**src/rtl/alu_ctrl_fsm.sv**
```systemverilog
// Multicycle control sequencer driving the ALU's alu_control/z_flag interface.
// Accepts one MIPS instruction per instr_valid/instr_ready handshake and walks it
// through FETCH -> DECODE -> EXEC -> (MEM) -> WB, raising datapath strobes.
//
// Ports:
//   clk, rst           clock (rising edge), asynchronous active-high reset
//   instr_valid/ready  instruction handshake (ready only in FETCH)
//   instr              32-bit MIPS instruction
//   z_flag             ALU zero flag for the current alu_control
//   mem_ready          data memory completes the access this cycle
//   alu_control        5-bit ALU operation, stable from DECODE through WB
//   alu_src_imm        reg2 operand is the extended immediate
//   shamt_sel          reg1 operand is instr[10:6]
//   reg_dst_rd         write register is rd (else rt)
//   reg_write          register file write strobe
//   hilo_write         HI/LO write strobe
//   mem_read/mem_write load/store request, held until mem_ready
//   mem_to_reg         writeback data comes from memory
//   pc_write           PC update strobe, once per instruction
//   branch_taken       PC takes the branch target (qualified by pc_write)
//   illegal            one-cycle pulse on an undecodable instruction
//   halt               SYSCALL reached; sticky until reset
module alu_ctrl_fsm #(
  parameter int unsigned MULDIV_CYCLES = 4,
  parameter int unsigned CNT_W         = 3
) (
  input  logic        clk,
  input  logic        rst,
  input  logic        instr_valid,
  output logic        instr_ready,
  input  logic [31:0] instr,
  input  logic        z_flag,
  input  logic        mem_ready,
  output logic [4:0]  alu_control,
  output logic        alu_src_imm,
  output logic        shamt_sel,
  output logic        reg_dst_rd,
  output logic        reg_write,
  output logic        hilo_write,
  output logic        mem_read,
  output logic        mem_write,
  output logic        mem_to_reg,
  output logic        pc_write,
  output logic        branch_taken,
  output logic        illegal,
  output logic        halt
);

  typedef enum logic [2:0] {StFetch, StDecode, StExec, StMem, StWb, StHalt} state_e;
  typedef enum logic [2:0] {KAlu, KLoad, KStore, KBranch, KMulDiv, KSys, KIll} kind_e;

  typedef struct packed {
    logic [4:0] code;
    kind_e      kind;
    logic       imm;
    logic       shamt;
    logic       rd;
  } dec_t;

  localparam logic [CNT_W-1:0] CntLast = CNT_W'(MULDIV_CYCLES - 1);

  function automatic dec_t decode(input logic [31:0] i);
    dec_t d;
    d.code  = 5'd0;
    d.kind  = KIll;
    d.imm   = 1'b0;
    d.shamt = 1'b0;
    d.rd    = 1'b0;
    case (i[31:26])
      6'h00: begin
        d.kind = KAlu;
        d.rd   = 1'b1;
        case (i[5:0])
          6'h26: d.code = 5'd0;
          6'h00: begin d.code = 5'd1;  d.shamt = 1'b1; end
          6'h04: d.code = 5'd2;
          6'h02: begin d.code = 5'd3;  d.shamt = 1'b1; end
          6'h22: d.code = 5'd4;
          6'h06: d.code = 5'd5;
          6'h2A: d.code = 5'd6;
          6'h0C: begin d.code = 5'd7;  d.kind = KSys; d.rd = 1'b0; end
          6'h23: d.code = 5'd8;
          6'h25: d.code = 5'd9;
          6'h27: d.code = 5'd10;
          6'h21: d.code = 5'd11;
          6'h18: begin d.code = 5'd12; d.kind = KMulDiv; end
          6'h1A: begin d.code = 5'd13; d.kind = KMulDiv; end
          6'h24: d.code = 5'd14;
          6'h20: d.code = 5'd15;
          6'h03: begin d.code = 5'd16; d.shamt = 1'b1; end
          default: begin d.kind = KIll; d.rd = 1'b0; end
        endcase
      end
      // REGIMM: only BGEZ (rt == 1) is supported
      6'h01: if (i[20:16] == 5'd1) begin d.code = 5'd21; d.kind = KBranch; end
      6'h04: begin d.code = 5'd17; d.kind = KBranch; end
      6'h05: begin d.code = 5'd18; d.kind = KBranch; end
      6'h06: begin d.code = 5'd19; d.kind = KBranch; end
      6'h07: begin d.code = 5'd20; d.kind = KBranch; end
      6'h0F: begin d.code = 5'd22; d.kind = KAlu;   d.imm = 1'b1; end
      6'h08: begin d.code = 5'd15; d.kind = KAlu;   d.imm = 1'b1; end
      6'h09: begin d.code = 5'd11; d.kind = KAlu;   d.imm = 1'b1; end
      6'h0A: begin d.code = 5'd6;  d.kind = KAlu;   d.imm = 1'b1; end
      6'h0C: begin d.code = 5'd14; d.kind = KAlu;   d.imm = 1'b1; end
      6'h0D: begin d.code = 5'd9;  d.kind = KAlu;   d.imm = 1'b1; end
      6'h0E: begin d.code = 5'd0;  d.kind = KAlu;   d.imm = 1'b1; end
      6'h23: begin d.code = 5'd15; d.kind = KLoad;  d.imm = 1'b1; end
      6'h2B: begin d.code = 5'd15; d.kind = KStore; d.imm = 1'b1; end
      default: ;
    endcase
    return d;
  endfunction

  function automatic kind_e kind_of(input logic [31:0] i);
    dec_t d;
    d = decode(i);
    return d.kind;
  endfunction

  state_e            state;
  logic [CNT_W-1:0]  cnt;
  logic [31:0]       instr_q;
  logic              pc_write_q;
  logic              br_q;
  dec_t              dec_in;
  kind_e             kind_cur;

  always_comb begin
    dec_in   = decode(instr);
    kind_cur = kind_of(instr_q);
  end

  // Store completion and branch direction are only known in the cycle itself,
  // so those two terms bypass the output registers.
  assign pc_write     = pc_write_q | (state == StMem && kind_cur == KStore && mem_ready);
  assign branch_taken = br_q & ~z_flag;

  always_ff @(posedge clk or posedge rst) begin
    if (rst) begin
      state       <= StFetch;
      cnt         <= '0;
      instr_q     <= '0;
      alu_control <= 5'd0;
      alu_src_imm <= 1'b0;
      shamt_sel   <= 1'b0;
      reg_dst_rd  <= 1'b0;
      instr_ready <= 1'b1;
      reg_write   <= 1'b0;
      hilo_write  <= 1'b0;
      mem_read    <= 1'b0;
      mem_write   <= 1'b0;
      mem_to_reg  <= 1'b0;
      pc_write_q  <= 1'b0;
      br_q        <= 1'b0;
      illegal     <= 1'b0;
      halt        <= 1'b0;
    end else begin
      // Single-cycle strobes default low
      reg_write  <= 1'b0;
      hilo_write <= 1'b0;
      mem_to_reg <= 1'b0;
      pc_write_q <= 1'b0;
      br_q       <= 1'b0;
      illegal    <= 1'b0;
      case (state)
        StFetch: begin
          if (instr_valid && instr_ready) begin
            instr_q     <= instr;
            alu_control <= dec_in.code;
            alu_src_imm <= dec_in.imm;
            shamt_sel   <= dec_in.shamt;
            reg_dst_rd  <= dec_in.rd;
            instr_ready <= 1'b0;
            state       <= StDecode;
            if (dec_in.kind == KIll) begin
              illegal    <= 1'b1;
              pc_write_q <= 1'b1;
            end
          end
        end
        StDecode: begin
          case (kind_cur)
            KIll: begin
              state       <= StFetch;
              instr_ready <= 1'b1;
            end
            KSys: begin
              state <= StHalt;
              halt  <= 1'b1;
            end
            KBranch: begin
              state      <= StExec;
              pc_write_q <= 1'b1;
              br_q       <= 1'b1;
            end
            default: state <= StExec;
          endcase
        end
        StExec: begin
          case (kind_cur)
            KLoad: begin
              state    <= StMem;
              mem_read <= 1'b1;
            end
            KStore: begin
              state     <= StMem;
              mem_write <= 1'b1;
            end
            KBranch: begin
              state       <= StFetch;
              instr_ready <= 1'b1;
            end
            KMulDiv: begin
              if (cnt == CntLast) begin
                cnt        <= '0;
                state      <= StWb;
                hilo_write <= 1'b1;
                pc_write_q <= 1'b1;
              end else begin
                cnt <= cnt + 1'b1;
              end
            end
            default: begin
              state      <= StWb;
              reg_write  <= 1'b1;
              pc_write_q <= 1'b1;
            end
          endcase
        end
        StMem: begin
          if (mem_ready) begin
            mem_read  <= 1'b0;
            mem_write <= 1'b0;
            if (kind_cur == KLoad) begin
              state      <= StWb;
              reg_write  <= 1'b1;
              mem_to_reg <= 1'b1;
              pc_write_q <= 1'b1;
            end else begin
              state       <= StFetch;
              instr_ready <= 1'b1;
            end
          end
        end
        StWb: begin
          state       <= StFetch;
          instr_ready <= 1'b1;
        end
        StHalt: ;
        default: begin
          state       <= StFetch;
          instr_ready <= 1'b1;
        end
      endcase
    end
  end

endmodule

```
**config.mk**
```make
export PLATFORM = sky130hd
export DESIGN_NAME = alu_ctrl_fsm
export DESIGN_NICKNAME = d
export VERILOG_FILES = /design/src/rtl/alu_ctrl_fsm.sv
export SDC_FILE = /design/constraint.sdc
export NUM_CORES = 1
export LEC_CHECK = 0
export ABC_AREA = 0
export BUFFER_PORTS_ARGS = -buffer_cell sky130_fd_sc_hd__buf_2
export CAP_MARGIN = 30
export CORE_MARGIN = 1
export CORE_UTILIZATION = 45
export DETAILED_ROUTE_END_ITERATION = 16
export PLACE_DENSITY = 0.76
export RECOVER_POWER = 100
export SETUP_SLACK_MARGIN = 0.4
export SLEW_MARGIN = 15
export SYNTH_ARGS = -nofsm -noshare
export SYNTH_HDL_FRONTEND = slang
export SYNTH_SLANG_ARGS = --single-unit
```
**constraint.sdc**
```tcl
create_clock -name clk -period 2.6 [get_ports clk]
set_input_delay 0.26 -clock clk [delete_from_list [all_inputs] [get_ports clk]]
set_output_delay 0.26 -clock clk [all_outputs]
set_load 0.03 [all_outputs]
```
==> flow_summary.ini <==
[cells_and_area]
multi_input_area_um2 = 1360
seq_area_um2 = 1030
diodes = 0
area_delta_synth_final_pct = 10.9
nets = 377
fillCellCount = 529
largest_reg_flops = 17
final_area_um2 = 2780
layoutNonFillerInstCount = 409
reg_top3 = instr_q (17), alu_control (5)
top_register = instr_q
final_layout_size_suffix_gt1_share_pct = 12.7

[clocking]
h-tree-depth = 2
cts-root-buf = clkbuf_8
cts_hold_buffers = 0
cts_sinks = 41
cts_buffers = 5
clock_latency_ns = 0.29
tritoncts = done
clk_pin_slew_ns = 0.07
clockBufferDepth = 2

[floorplanning]
coreArea_um2 = 5240
dieHeight_um = 76.6
initial_core_util_pct = 47.8
fp-row-count = 26
die_area_um2 = 5870
ioPinCount = 55
die_w_um = 76.6

[critical_path]
reg2reg_from = instr_q[27]$_DFFE_PP0P_
cp_max_fo = 6
r2r_cells = 6
rr_endpoint = pc_write_q$_DFF_PP0_
cp.required_ns = 2.77
critPathKind = flip-flop to flip-flop
end_kind = flip-flop
r2r_slack_ns = 0.41
start_kind = flip-flop
worstPathArrival_ns = 2.36

[yosys]
synth-simple-area-share_pct = 30.6
syn_inst = 305
netlist_area_um2 = 2510
synth_edf_count = 0
synth_cell_type_count = 63
async_flop_share_pct = 100
ys_seq_area_share_pct = 41.0
synth_top_family_by_area = simple AND/OR/NAND/NOR gates
netlist_top_cells_count = nand2_1 (75), dfrtp_1 (40), nor2_1 (26)
synth_nets = 343
yosysTopAreaCell = dfrtp_1
avgSynthCellArea_um2 = 8.22
synth_most_common_cell = nand2_1
synthMuxAreaShare_pct = 0.899
synthXorXnorAreaFrac_pct = 0.349
synth_fa_ha_area_share_pct = 0.499
synth_warnings = 0
synth_top_cell_area_share_pct = 39.9
synth_top_flop_cell = dfrtp_1
ys_top_cells_by_area = dfrtp_1 (40%), nand2_1 (11%), o21ai_0 (4.8%), nor2_1 (3.9%), a21oi_1 (2.8%)
ys_ff_latch = 41
synth_compound_area_share_pct = 22.4

[route]
drc = 0
dr.pass1.iters = 5
post_drt_wl_per_cell_um = 13.4
vias = 2293
wirelength_um = 5470
vias_per_cell = 5.61
drt-initial-drc-count = 134
ant_nets = 0

[sta]
final-setup-viol-count = 0
grt_setup_unrepaired = no
min_period_ns = 2.19
finalClockSkew_ns = 0.00586
whs_ns = 0.0779
finalCritPeriodShare_pct = 84.4
worst_pin_slew_ns = 0.789
setup_slack_ns = 0.407
fmax_ghz = 0.456
drv_slew = 0
setup_tns_ns = 0
finalHoldViolations = 0
slew_headroom_pct = 47.4

[global_route]
grt_overflow = 0
grt_first_pass_wirelength_um = 9740
grt_max_degree = 42
grt_pass1_vias = 2069
antenna_found_initial = 0
grt_util_met3_pct = 2.99
gr-usage-met1_pct = 28.3
grt_util_met2_pct = 33.2
grt_util_all_layers_pct = 20.6
busiest_layer = met2

[placed_design]
dpl_cell_area_um2 = 2740
dp_slack_ns = 0.459
hpwlAfterDp_um = 4000
place_inst = 402
portBuffers = 39
gp_congestion = 0.967

[power_and_ir_drop]
p_per_area_nw_per_um2 = 956
swShare_pct = 44.5
comb_power_share_pct = 42.4
clkPwrFrac_pct = 14.7
p_seq_share_pct = 42.9
internal-power_w = 0.00147
switching_power_w = 0.00118
ir_worst_vdd_uv = 324
p_leak_nw = 1.21

[hold_path]
hold_class = primary input to async pin

[flow_run]
cap_violations = 0

[outcome]
status = completed
-- cells by family after synthesis --
kind of cell / after synthesis
multiplexers: 2
AO/OA/AOI/OAI: 81
buffers and inverters: 24
flip-flops: 41
adder cells (fa/ha/maj): 1
AND/OR/NAND/NOR: 155
XOR/XNOR: 1
-- critical path: stages (launching register included) --
cell      delay [ns]
dfrtp_1         0.44
nor2b_1         0.19
or4b_1          0.49
nand3_1         0.12
o21bai_1        0.21
nor2_1          0.11
or4b_1          0.52
-- power groups by stage --
stage / combinational, W / sequential, W / clock [W]
floorplan: 0.000833 / 0.00118 / 0
global placement: 0.00114 / 0.00113 / 0
detailed placement: 0.00116 / 0.00114 / 0
CTS: 0.00117 / 0.00113 / 0.000405
global route: 0.00129 / 0.00118 / 0.000430
finish: 0.00113 / 0.00114 / 0.000391
-- routing by layer --
layer,up-vias,wire length [um]
li1,1152,-
met1,1060,2520
met2,73,2580
met3,8,289
met4,0,81
met5,-,0
-- area by class of cell --
type	instances	share of cell area [%]
clock buffers	6	2.61
clock inverters	1	0.315
inverters	8	1.08
multi-input cells	240	48.8
flip-flops and latches	41	37.0
well taps	70	3.15
repair buffers	43	7.07
-- cell usage in the layout (no fill, tap or decap), drive strengths merged, types with 2 or more instances in the layout --
| cell type | n |
|---|---|
| mux2 | 2 |
| o21bai | 5 |
| nor2 | 26 |
| a2111oi | 3 |
| a21oi | 14 |
| nor3b | 5 |
| o31ai | 3 |
| nor3 | 4 |
| o21ai | 24 |
| dfrtp | 40 |
| nand3b | 4 |
| nand2b | 7 |
| or3 | 3 |
| a32oi | 3 |
| a31oi | 3 |
| nor2b | 7 |
| or4b | 2 |
| buf | 23 |
| a21boi | 3 |
| nand2 | 75 |
| nor4 | 4 |
| o21a | 2 |
| a211oi | 5 |
| inv | 8 |
| and2 | 2 |
| clkbuf | 26 |
| nand3 | 6 |
| nand4 | 5 |
-- worst max path at each step --
stage          slack [ns]                     from              endpoint
6_report             0.41  instr_q[27]$_DFFE_PP0P_  pc_write_q$_DFF_PP0_
5_1_grt              0.31  instr_q[27]$_DFFE_PP0P_  pc_write_q$_DFF_PP0_
4_1_cts              0.46  instr_q[26]$_DFFE_PP0P_  pc_write_q$_DFF_PP0_
3_5_place_dp         0.46                 instr[5]  pc_write_q$_DFF_PP0_
3_3_place_gp         0.48                 instr[5]  pc_write_q$_DFF_PP0_
2_1_floorplan        0.65  instr_q[27]$_DFFE_PP0P_  pc_write_q$_DFF_PP0_
-- timing repair --
| action | 4_1_cts | 5_1_grt |
|---|---|---|
| setup endpoints to repair | 0 | 1 |
| setup buffers | 0 | 0 |
| resized for setup | 0 | 4 |
-- through the flow --
step	util (%)	total power (W)
floorplan	-	0.00202
global placement	52.3	0.00227
detailed placement	52.3	0.00230
CTS	53.9	0.00270
global route	53.1	0.00291
finish	53.1	0.00266
Power figures use the tool's default switching activity.
